[src/rtl/boot_pkg.sv]
// Shared types and constants for the imem boot loader: FSM state encoding and header size.
package boot_pkg;

    typedef enum logic [2:0] {
        IDLE  = 3'd0,
        LEN   = 3'd1,
        DATA  = 3'd2,
        WRITE = 3'd3,
        DONE  = 3'd4
    } boot_state_e;

    localparam int BOOT_HDR_BYTES = 2;

    // True while the loader owns the imem address (word index instead of core PC)
    function automatic logic is_load_state(input boot_state_e s);
        logic r;
        case (s)
            LEN, DATA, WRITE: r = 1'b1;
            default:          r = 1'b0;
        endcase
        return r;
    endfunction

endpackage

[src/rtl/imem_boot_loader_byte_word_packer.sv]
// Little-endian 8->32 packer: byte0 lands in [7:0], byte3 in [31:24]; word_valid flags the 4th byte.
module byte_word_packer
    import boot_pkg::*;
(
    input  logic        clk,
    input  logic        rst_n,
    input  logic        clear,
    input  logic        byte_valid,
    input  logic [7:0]  byte_data,
    output logic        word_valid,
    output logic [31:0] word
);

    logic [23:0] shreg_r;
    logic [1:0]  byte_cnt_r;

    // Combinational view of the completed word, valid together with the 4th byte
    always_comb begin
        word       = {byte_data, shreg_r};
        word_valid = byte_valid & (byte_cnt_r == 2'd3);
    end

    // Byte shift register and byte position counter
    always_ff @(posedge clk or negedge rst_n) begin
        if (!rst_n) begin
            shreg_r    <= 24'h00_0000;
            byte_cnt_r <= 2'd0;
        end else if (clear) begin
            shreg_r    <= 24'h00_0000;
            byte_cnt_r <= 2'd0;
        end else if (byte_valid) begin
            shreg_r    <= {byte_data, shreg_r[23:8]};
            byte_cnt_r <= byte_cnt_r + 2'd1;
        end
    end

endmodule

[src/rtl/imem_boot_loader.sv]
// Boot loader owning the imem write port: length header, little-endian word assembly,
// imem writes, then release of the core reset with imem address handed to the core PC.
module imem_boot_loader
    import boot_pkg::*;
#(
    parameter int DEPTH = 64,
    parameter int CNT_W = 16
) (
    input  logic        clk,
    input  logic        rst_n,
    input  logic        start,
    input  logic [7:0]  rx_data,
    input  logic        rx_valid,
    output logic        rx_ready,
    input  logic [31:0] cpu_pc,
    output logic [31:0] imem_pc,
    output logic        imem_we,
    output logic [31:0] imem_wdata,
    output logic        cpu_rst_n,
    output logic        busy,
    output logic        done,
    output logic        overflow
);

    localparam int WIDX  = $clog2(DEPTH) + 1;
    localparam int HDR_W = (BOOT_HDR_BYTES > 1) ? $clog2(BOOT_HDR_BYTES) : 1;
    localparam logic [HDR_W-1:0] HDR_LAST  = HDR_W'(BOOT_HDR_BYTES - 1);
    localparam logic [CNT_W-1:0] DEPTH_CNT = CNT_W'(DEPTH);
    localparam logic [WIDX-1:0]  DEPTH_IDX = WIDX'(DEPTH);

    boot_state_e       state_r, next_state_s;
    logic [HDR_W-1:0]  hdr_cnt_r;
    logic [7:0]        len_lo_r;
    logic [WIDX-1:0]   word_idx_r;
    logic [WIDX-1:0]   target_r;
    logic [WIDX-1:0]   word_idx_inc_s;
    logic [CNT_W-1:0]  hdr_count_s;
    logic              rx_fire_s;
    logic              start_ok_s;
    logic              hdr_last_s;
    logic              word_valid_s;
    logic [31:0]       word_s;

    logic              rx_ready_r;
    logic              imem_we_r;
    logic [31:0]       imem_wdata_r;
    logic              cpu_rst_n_r;
    logic              busy_r;
    logic              done_r;
    logic              overflow_r;

    // Transfer qualifiers and header assembly; rx_ready comes straight from a flop
    always_comb begin
        rx_fire_s      = rx_valid & rx_ready_r;
        start_ok_s     = start & ((state_r == IDLE) || (state_r == DONE));
        hdr_last_s     = (hdr_cnt_r == HDR_LAST);
        hdr_count_s    = CNT_W'({rx_data, len_lo_r});
        word_idx_inc_s = word_idx_r + WIDX'(1);
    end

    byte_word_packer u_packer (
        .clk        (clk),
        .rst_n      (rst_n),
        .clear      (start_ok_s),
        .byte_valid (rx_fire_s & (state_r == DATA)),
        .byte_data  (rx_data),
        .word_valid (word_valid_s),
        .word       (word_s)
    );

    // Next-state logic
    always_comb begin
        next_state_s = state_r;
        case (state_r)
            IDLE: begin
                if (start) next_state_s = LEN;
                else       next_state_s = IDLE;
            end
            LEN: begin
                if (rx_fire_s && hdr_last_s) begin
                    if (hdr_count_s == {CNT_W{1'b0}}) next_state_s = DONE;
                    else                             next_state_s = DATA;
                end else begin
                    next_state_s = LEN;
                end
            end
            DATA: begin
                if (word_valid_s) next_state_s = WRITE;
                else              next_state_s = DATA;
            end
            WRITE: begin
                if (word_idx_inc_s == target_r) next_state_s = DONE;
                else                            next_state_s = DATA;
            end
            DONE: begin
                if (start) next_state_s = LEN;
                else       next_state_s = DONE;
            end
            default: next_state_s = IDLE;
        endcase
    end

    // State register
    always_ff @(posedge clk or negedge rst_n) begin
        if (!rst_n) state_r <= IDLE;
        else        state_r <= next_state_s;
    end

    // Header, target clamp and word index counters
    always_ff @(posedge clk or negedge rst_n) begin
        if (!rst_n) begin
            hdr_cnt_r  <= {HDR_W{1'b0}};
            len_lo_r   <= 8'h00;
            word_idx_r <= {WIDX{1'b0}};
            target_r   <= {WIDX{1'b0}};
            overflow_r <= 1'b0;
        end else if (start_ok_s) begin
            hdr_cnt_r  <= {HDR_W{1'b0}};
            len_lo_r   <= 8'h00;
            word_idx_r <= {WIDX{1'b0}};
            target_r   <= {WIDX{1'b0}};
            overflow_r <= 1'b0;
        end else begin
            if ((state_r == LEN) && rx_fire_s) begin
                if (hdr_last_s) begin
                    hdr_cnt_r <= {HDR_W{1'b0}};
                    if (hdr_count_s > DEPTH_CNT) begin
                        overflow_r <= 1'b1;
                        target_r   <= DEPTH_IDX;
                    end else begin
                        target_r   <= WIDX'(hdr_count_s);
                    end
                end else begin
                    len_lo_r  <= rx_data;
                    hdr_cnt_r <= hdr_cnt_r + HDR_W'(1);
                end
            end
            if (state_r == WRITE) word_idx_r <= word_idx_inc_s;
        end
    end

    // Registered outputs decoded from the upcoming state so they line up with it
    always_ff @(posedge clk or negedge rst_n) begin
        if (!rst_n) begin
            rx_ready_r   <= 1'b0;
            imem_we_r    <= 1'b0;
            imem_wdata_r <= 32'h0000_0000;
            cpu_rst_n_r  <= 1'b0;
            busy_r       <= 1'b0;
            done_r       <= 1'b0;
        end else begin
            rx_ready_r  <= (next_state_s == LEN) || (next_state_s == DATA);
            imem_we_r   <= (next_state_s == WRITE);
            cpu_rst_n_r <= (next_state_s == DONE);
            done_r      <= (next_state_s == DONE);
            busy_r      <= is_load_state(next_state_s);
            if (word_valid_s) imem_wdata_r <= word_s;
        end
    end

    // imem address: loader word index while loading, core PC otherwise
    always_comb begin
        if (is_load_state(state_r)) imem_pc = 32'(word_idx_r);
        else                        imem_pc = cpu_pc;
    end

    assign rx_ready   = rx_ready_r;
    assign imem_we    = imem_we_r;
    assign imem_wdata = imem_wdata_r;
    assign cpu_rst_n  = cpu_rst_n_r;
    assign busy       = busy_r;
    assign done       = done_r;
    assign overflow   = overflow_r;

endmodule

[config.mk]
export PLATFORM = sky130hd
export DESIGN_NAME = imem_boot_loader
export DESIGN_NICKNAME = d
export VERILOG_FILES = /design/src/rtl/boot_pkg.sv /design/src/rtl/imem_boot_loader_byte_word_packer.sv /design/src/rtl/imem_boot_loader.sv
export SDC_FILE = /design/constraint.sdc
export NUM_CORES = 1
export LEC_CHECK = 0
export ABC_CLOCK_PERIOD_IN_PS = 5200
export CAP_MARGIN = 20
export CORE_MARGIN = 1.5
export CORE_UTILIZATION = 52
export CTS_CLUSTER_DIAMETER = 150
export CTS_CLUSTER_SIZE = 24
export DETAILED_ROUTE_END_ITERATION = 7
export PLACE_DENSITY_LB_ADDON = 0.05
export SLEW_MARGIN = 20
export SYNTH_ARGS = -nofsm -noshare
export SYNTH_HDL_FRONTEND = slang
export SYNTH_HIERARCHICAL = 1
export SYNTH_SLANG_ARGS = --single-unit
[constraint.sdc]
create_clock -name clk -period 5.2 [get_ports clk]
set_input_delay 1.56 -clock clk [delete_from_list [all_inputs] [get_ports clk]]
set_output_delay 1.56 -clock clk [all_outputs]
set_load 0.1 [all_outputs]
==> metrics.csv, run 1 <==
stage,metric,value,unit
worst_hold_path,hold_path_class,reg2reg,
placement,dp_cells,543,
floorplanning,die_area,8630,µm²
timing,final.setup.tns,0,ns
timing,holdWs,0.5134,ns
grt,grt_pass1_wl,13560,µm
clocking,cts_tree,done,
clocking,cts.hold.buffers_added,0,
critical_path,critical_path.max_stage_delay,0.40,ns
routing,drt_wl_total,8342,µm
floorplanning,start_util,54.11,%
clocking,cts_max_path_buffers,2,
synthesis,ys.flop_type,dfrtp_1,
critical_path,cp-start-kind,input port,
floorplanning,core_region_area,7767,µm²
grt,gr-usage-all-layers,20.46,%
grt,first_global_vias,2687,
synthesis,synth_top_area_share,52.99,%
placement,place_congestion,0.8143,
clocking,root_buffer,clkbuf_8,
critical_path,cp_top_family,buffers and inverters,
critical_path,critPathMaxFanout,1,
placement,io_buffers,113,
synthesis,synth_nets,397,
timing,tightest_slew,0.9797,ns
synthesis,synth.area.top_cells,"dfrtp_1 53%, mux2_2 9.6%, mux2i_1 8.1%, and2_1 3.9%, nor2_1 3.8%",
final_layout,area_growth,28.61,%
critical_path,crit_chain,"clkdlybuf4s50_1, mux2_1, buf_4",
critical_path,path_buf_inv,2,
synthesis,synth_area_per_cell,11.97,µm²
placement,dpl.hpwl,5955,µm
timing,fmax,0.2472,GHz
synthesis,synthTopCellsByCount,"89 x dfrtp_1, 42 x nor2_1, 36 x mux2_2",
routing,dr.pass1.iters,4,
status,status,"complete, no violations",
final_layout,drive_above_1_share,21.88,%
timing,min_period,4.046,ns
floorplanning,die_w,92.90,µm
grt,overflow,0,
timing,clock_skew,0.01243,ns
clocking,clock_latency,0.37,ns
routing,drt-initial-drc-count,117,
routing,ant_nets,0,
clocking,ctsResizeCount,0,
synthesis,ys.warnings.count,6,
critical_path,end_kind,output pin,
final_layout,utilization,69.59,%
synthesis,yosysMostFrequentCell,dfrtp_1,
routing,vias,2888,
critical_path,critPathArrivalTime,2.49,ns
timing,setup_viol,0,
final_layout,fillCellCount,567,
routing,routedWlPerCell,14.92,µm
final_layout,multi_input_area,1768,µm²
routing,drc_errors,0,
synthesis,synth_edf_count,0,
critical_path,critical_path_class,in2out,
clocking,cts_sinks,89,
job,timing.max_cap.violations,0,
synthesis,yosysTopAreaCell,dfrtp_1,
final_layout,instances_no_fill,559,
synthesis,synth.distinct_cells,47,
clocking,ctsHtreeMaxLevel,3,
synthesis,async_flop_share,100.0,%
final_layout,regArea,2227,µm²
synthesis,synth.yosys.seq_area_share,52.99,%
clocking,cts_made_buffers,9,
grt,antenna_found_initial,0,
final_layout,nets,498,
floorplanning,rows,32,
critical_path,cp.required,3.64,ns
clocking,post_cts_buffers,0,
floorplanning,num_io_pins,114,
clocking,cts.clk_slew.worst_paths,0.10,ns
grt,grt_max_degree,58,
critical_path,slowest_stage,clkdlybuf4s50_1,
synthesis,syn_area,4203,µm²
timing,max-slew-margin-rel,34.48,%
timing,drv_slew,0,
floorplanning,die_y,92.90,µm
timing,post-route-period-util,77.81,%
synthesis,netlist_instances,351,
timing,final_hold_viol_count,0,
final_layout,diodes,0,
timing,rsz0062_at_grt,no,
synthesis,synth-seq-cells,89,
routing,via_per_inst,5.166,
-- metrics by stage --
stage,area (µm²),setup slack (ns)
floorplan,4203,1.346
global placement,5220,1.165
detailed placement,5220,1.158
CTS,5405,1.146
global route,5405,1.043
finish,5405,1.154
-- metal layers --
layer  global-route usage (%)  routed length, µm
met5                        0                  0
met4                    7.955                130
met3                    4.433                458
met2                    31.27               3820
met1                    28.47               3932
-- state kept, by name, indices dropped and copies added (netlist names) --
signal and cells:
state_r 3, u_packer/shreg_r 24, len_lo_r 8, word_idx_r 7, hdr_cnt_r 1, imem_wdata 32, imem_we 1, overflow 1
done 1, rx_ready 1, u_packer/byte_cnt_r 2, busy 1, target_r 7
-- path summary, 6_finish.rpt --
| check | start | to | slack, ns | depth (start not counted) |
|---|---|---|---|---|
| max | cpu_pc[4] | imem_pc[4] | 1.15 | 3 |
| min | imem_wdata[0] | imem_wdata[0] | 0.51 | 1 |
| min in group asynchronous | rst_n | imem_wdata[1] | 1.23 | 1 |
| max reg2reg | state_r[2] | rx_ready | 2.73 | 9 |
| min reg2reg | imem_wdata[0] | imem_wdata[0] | 0.51 | 1 |
| max in group asynchronous | rst_n | len_lo_r[1] | 3.07 | 2 |
-- area by class of cell --
cell class	count	share of cell area (%)
inverters	5	0.3472
clock inverters	6	1.065
repair buffers	117	19.95
flip-flops and latches	89	41.20
well taps	102	2.361
clock buffers	10	2.361
multi-input cells	230	32.71
-- placed cells by master (no fill, tap or decap), drive strengths merged, types with 3 or more instances in the layout --
cell type and n:
o21ai 10, buf 37, mux2i 34, and3 3, nor4 5, clkbuf 10, nand3 5, nor2b 5
nand2 10, mux2 39, xor2 5, o31ai 3, nor2 47, inv 10, and2 26, a22o 7
xnor2 6, a21oi 5, clkdlybuf4s50 80, dfrtp 89
-- kinds of logic after synthesis --
logic type                 share of synthesized area (%)
AOI/OAI and AO/OA                                  5.180
xor gates and xnor gates                           2.828
adders and majority gates                         0.5953
buffers and inverters                              4.942
DFF                                                52.99
muxes                                              18.55
and+or+nand+nor                                    14.92
Power of run 1 is not shown: default switching activity piles up to over one toggle a cycle in this logic, so the estimate is an artifact.
==> run 2, diff against run 1 <==
Settings changed: ABC_CLOCK_PERIOD_IN_PS 5200 to 3800, CORE_UTILIZATION 52 to 48.
Clock period 5.2 ns to 3.8 ns, I/O delays scaled along.
==> metrics.csv, run 2 (synthesis gave the netlist of run 1 again) <==
stage,metric,value,unit,change
critical_path,end_kind,output pin,,
grt,gr-usage-all-layers,19.60,%,-0.85 points
final_layout,drive_above_1_share,30.57,%,+8.7 points
timing,final_hold_viol_count,0,,unchanged
placement,place_ws,0.6069,ns,-0.5512 ns
timing,rsz0062_at_grt,no,,
placement,place_congestion,0.7557,,-7.2%
floorplanning,die_w,96.57,µm,+4.0%
routing,via_per_inst,5.178,,+0.22%
routing,drt-initial-drc-count,120,,+2.6%
timing,post-route-period-util,85.67,%,
final_layout,fin_area,5743,µm²,+6.3%
timing,worst_slack,0.5444,ns,-0.6095 ns
timing,fmax,0.3072,GHz,
timing,min_period,3.256,ns,
final_layout,nets,499,,+0.20%
routing,met3_length,732,µm,+60%
placement,postPlaceCellArea,5537,µm²,+6.1%
clocking,ctsHtreeMaxLevel,3,,unchanged
critical_path,critPathArrivalTime,2.12,ns,-0.37 ns
clocking,cts_max_path_buffers,2,,unchanged
final_layout,area_growth,36.65,%,
routing,drc_errors,0,,unchanged
final_layout,diodes,0,,unchanged
final_layout,instances_no_fill,563,,+0.72%
floorplanning,die_area,9326,µm²,+8.1%
routing,wl_met1,3768,µm,-4.2%
routing,dr_wl_met2,4133,µm,+8.2%
timing,setup_viol,0,,unchanged
final_layout,final_cell_mix,"89 x dfrtp_1, 43 x buf_4, 42 x nor2_1, 42 x clkdlybuf4s50_1, 36 x mux2_2",,
placement,dpl.hpwl,6505,µm,+9.2%
grt,grt_pass1_wl,13790,µm,+1.7%
status,status,"complete, no violations",,
clocking,root_buffer,clkbuf_8,,
routing,route.top_layer_used,met4,,
routing,routedWlPerCell,15.50,µm,+3.9%
critical_path,cp.required,2.66,ns,-0.98 ns
grt,grt_max_degree,90,,+55%
floorplanning,start_util,50.39,%,-3.7 points
grt,first_global_vias,2786,,+3.7%
routing,dr.pass1.iters,4,,unchanged
timing,drv_slew,0,,unchanged
final_layout,largest_reg_flops,32,,unchanged
clocking,ctsResizeCount,0,,unchanged
clocking,cts.hold.buffers_added,0,,unchanged
final_layout,layout.cells.most_common,dfrtp_1,,
clocking,cts_tree,done,,
clocking,clock_latency,0.35,ns,-0.02 ns
grt,overflow,0,,unchanged
timing,max-slew-margin-rel,48.36,%,+14 points
routing,ant_nets,0,,unchanged
floorplanning,rows,33,,+3.1%
timing,clock_skew,0.008284,ns,-0.004149 ns
worst_hold_path,hold_path_class,reg2reg,,
grt,antenna_found_initial,0,,unchanged
job,timing.max_cap.violations,0,,unchanged
floorplanning,num_io_pins,114,,unchanged
routing,drt_wl_total,8729,µm,+4.6%
timing,final.setup.tns,0,ns,unchanged
critical_path,critPathMaxFanout,19,,+18
timing,tightest_slew,0.7746,ns,-0.2051 ns
final_layout,fillCellCount,639,,+13%
routing,vias,2915,,+0.93%
clocking,cts.clk_slew.worst_paths,0.09,ns,about the same
floorplanning,core_region_area,8341,µm²,+7.4%
placement,dp_cells,547,,+0.74%
floorplanning,die_y,96.57,µm,+4.0%
placement,io_buffers,113,,unchanged
critical_path,critical_path_class,reg2out,,
clocking,post_cts_buffers,0,,unchanged
clocking,cts_sinks,89,,unchanged
critical_path,cp-start-kind,register,,
clocking,cts_made_buffers,9,,unchanged
[run 2: cell types whose count changed in the layout (fill, tap and decap cells not counted), sizes merged]
cell           previous run  this run
clkinv                    1         2
inv                      10         7
bufinv                    0         1
clkinvlp                  0         2
clkdlybuf4s50            80        42
buf                      37        76
clkbuf                   10         9
[run 2: final timing paths]
kind                                  endpoint  depth (start not counted)      startpoint  slack [ns]
worst max-delay path               imem_pc[13]                          5      state_r[0]        0.54
worst min-delay path            imem_wdata[25]                          1  imem_wdata[25]        0.51
worst max register to register        rx_ready                         10      state_r[2]        1.61
worst min register to register  imem_wdata[25]                          1  imem_wdata[25]        0.51
max in group asynchronous          target_r[4]                          1           rst_n        2.45
min in group asynchronous        imem_wdata[7]                          1           rst_n        0.83
[run 2: stage by stage]
stage | hold slack [ns] | utilization [%]
after floorplan | 0.4787 | -
after global placement | 0.4913 | 66.38
after detailed placement | 0.4967 | 66.38
after CTS | 0.5183 | 68.81
after global routing | 0.5327 | 68.86
final | 0.5128 | 68.86
[run 2: final cells by class]
type / instances / area, µm² / share of cell area (%)
flip-flops and latches: 89 / 2227 / 38.78
multi-input cells: 230 / 1768 / 30.78
repair buffers: 118 / 1395 / 24.29
well taps: 105 / 131.4 / 2.288
clock buffers: 9 / 123.9 / 2.157
clock inverters: 7 / 78.83 / 1.373
inverters: 5 / 18.77 / 0.3268
[run 2: worst max-delay path, cell delays in order, from the launching register on]
cell and delay, ns:
dfrtp_1 0.47, nor2_1 0.21, or2_1 0.43, buf_4 0.28, and2_1 0.20, buf_12 0.19
[run 2: layer usage]
layer  up-vias  GRT usage [%]
met3         7          4.851
met4         0          7.246
met1      1402          25.17
li1       1398              -
met5         -              0
met2       108          32.17
Power of run 2 is left out for the same reason.
==> run 3, diff against run 2 <==
Settings changed: ABC_CLOCK_PERIOD_IN_PS 3800 to unset, CORE_UTILIZATION 48 to 45, CTS_BUF_LIST set to sky130_fd_sc_hd__clkbuf_4 sky130_fd_sc_hd__clkbuf_8.
==> metrics.csv, run 3 (synthesis gave the netlist of run 1 again) <==
stage,metric,value,unit,change
timing,final.setup.tns,0,ns,unchanged
clocking,cts_max_path_buffers,2,,unchanged
critical_path,critPathArrivalTime,2.11,ns,about the same
floorplanning,core_region_area,9153,µm²,+9.7%
critical_path,critical_path_class,reg2out,,
critical_path,cp.required,2.66,ns,about the same
timing,rsz0062_at_grt,no,,
clocking,root_buffer,clkbuf_8,,
placement,dpl.hpwl,6099,µm,-6.2%
floorplanning,die_w,99.64,µm,+3.2%
floorplanning,num_io_pins,114,,unchanged
clocking,cts.hold.buffers_added,0,,unchanged
critical_path,critPathMaxFanout,20,,+1
grt,overflow,0,,unchanged
timing,drv_slew,0,,unchanged
final_layout,final_cell_mix,"89 x dfrtp_1, 43 x buf_4, 42 x nor2_1, 42 x clkdlybuf4s50_1, 36 x mux2_2",,
timing,fmax,0.3074,GHz,about the same
worst_hold_path,hold_path_class,reg2reg,,
timing,setup_viol,0,,unchanged
clocking,ctsHtreeMaxLevel,3,,unchanged
timing,min_period,3.253,ns,-0.003024 ns
critical_path,r2r_cells,9,,-1
clocking,cts_made_buffers,9,,unchanged
grt,grt_max_degree,90,,unchanged
routing,drc_errors,0,,unchanged
job,timing.max_cap.violations,0,,unchanged
final_layout,layout.cells.most_common,dfrtp_1,,
routing,vias,2900,,-0.51%
floorplanning,start_util,45.92,%,-4.5 points
grt,antenna_found_initial,0,,unchanged
clocking,post_cts_buffers,0,,unchanged
timing,max-slew-margin-rel,47.16,%,-1.2 points
final_layout,drive_above_1_share,30.63,%,+0.067 points
grt,grt_pass1_wl,14060,µm,+2.0%
status,status,"complete, no violations",,
worst_hold_path,hold_path_depth,1,,unchanged
timing,post-route-period-util,85.59,%,about the same
routing,drt-initial-drc-count,124,,+3.3%
grt,first_global_vias,2808,,+0.79%
clocking,clock_latency,0.35,ns,about the same
clocking,cts_tree,done,,
timing,final_hold_viol_count,0,,unchanged
timing,clock_skew,0.009844,ns,+0.001561 ns
placement,io_buffers,113,,unchanged
routing,dr.pass1.iters,4,,unchanged
floorplanning,rows,35,,+6.1%
clocking,cts.clk_slew.worst_paths,0.09,ns,about the same
final_layout,nets,499,,unchanged
floorplanning,die_area,9928,µm²,+6.5%
grt,gr-usage-all-layers,18.07,%,-1.5 points
routing,ant_nets,0,,unchanged
final_layout,diodes,0,,unchanged
routing,routedWlPerCell,15.13,µm,-2.4%
final_layout,area_growth,37.18,%,
routing,via_per_inst,5.106,,-1.4%
final_layout,largest_reg_flops,32,,unchanged
critical_path,cp-start-kind,register,,
critical_path,end_kind,output pin,,
clocking,ctsResizeCount,0,,unchanged
routing,drt_wl_total,8593,µm,-1.6%
clocking,cts_sinks,89,,unchanged
placement,place_congestion,0.7537,,-0.26%
floorplanning,die_y,99.64,µm,+3.2%
timing,tightest_slew,0.7926,ns,+0.01803 ns
## run 3: changes by cell type in the layout (fill, tap and decap cells not counted)
cell       delta
clkinv_2      -1
and3_2        +1
and3_1        -1
inv_8         -1
bufinv_16     +1
## run 3: routing by layer
metal / part of all wire, % / vias to the layer above / GRT usage, %
li1: - / 1391 / -
met1: 46 / 1426 / 24.26
met2: 48 / 81 / 28.45
met3: 4.9 / 2 / 5.622
met4: 0.61 / 0 / 5.092
met5: 0 / - / 0
## run 3: layout make-up
| cell class | instances | area (µm²) |
|---|---|---|
| fillers | 747 | 3387 |
| inverters | 5 | 18.77 |
| clock buffers | 9 | 123.9 |
| repair buffers | 118 | 1395 |
| clock inverters | 6 | 92.59 |
| multi-input cells | 230 | 1769 |
| well taps | 111 | 138.9 |
| flip-flops and latches | 89 | 2227 |
## run 3: worst paths after layout
check	from	to	slack, ns
setup / recovery	state_r[0]	imem_pc[11]	0.55
hold / removal	imem_wdata[6]	imem_wdata[6]	0.51
setup reg to reg	state_r[2]	rx_ready	1.81
hold reg to reg	imem_wdata[6]	imem_wdata[6]	0.51
max in group asynchronous	rst_n	len_lo_r[2]	2.41
min in group asynchronous	rst_n	imem_wdata[4]	0.83
## run 3: critical path, stage by stage, from the launching register on
cell and delay (ns):
dfrtp_1 0.47, nor2_1 0.19, or2_1 0.43, buf_4 0.29, and2_1 0.20, buf_12 0.18
## run 3: metrics by stage
step                      utilization, %  hold slack (ns)  area [µm²]  worst slack [ns]  instances
after detailed placement           60.59           0.4943        5545            0.6115        553
after global placement             60.59           0.4902        5545            0.6108        553
after floorplan                        -           0.4787        4203            0.7859        351
after global routing               62.99           0.5263        5766            0.3395        568
final                              62.99           0.5120        5766            0.5474        568
after CTS                          62.95           0.5159        5762            0.4734        568
Power of run 3 is left out for the same reason.
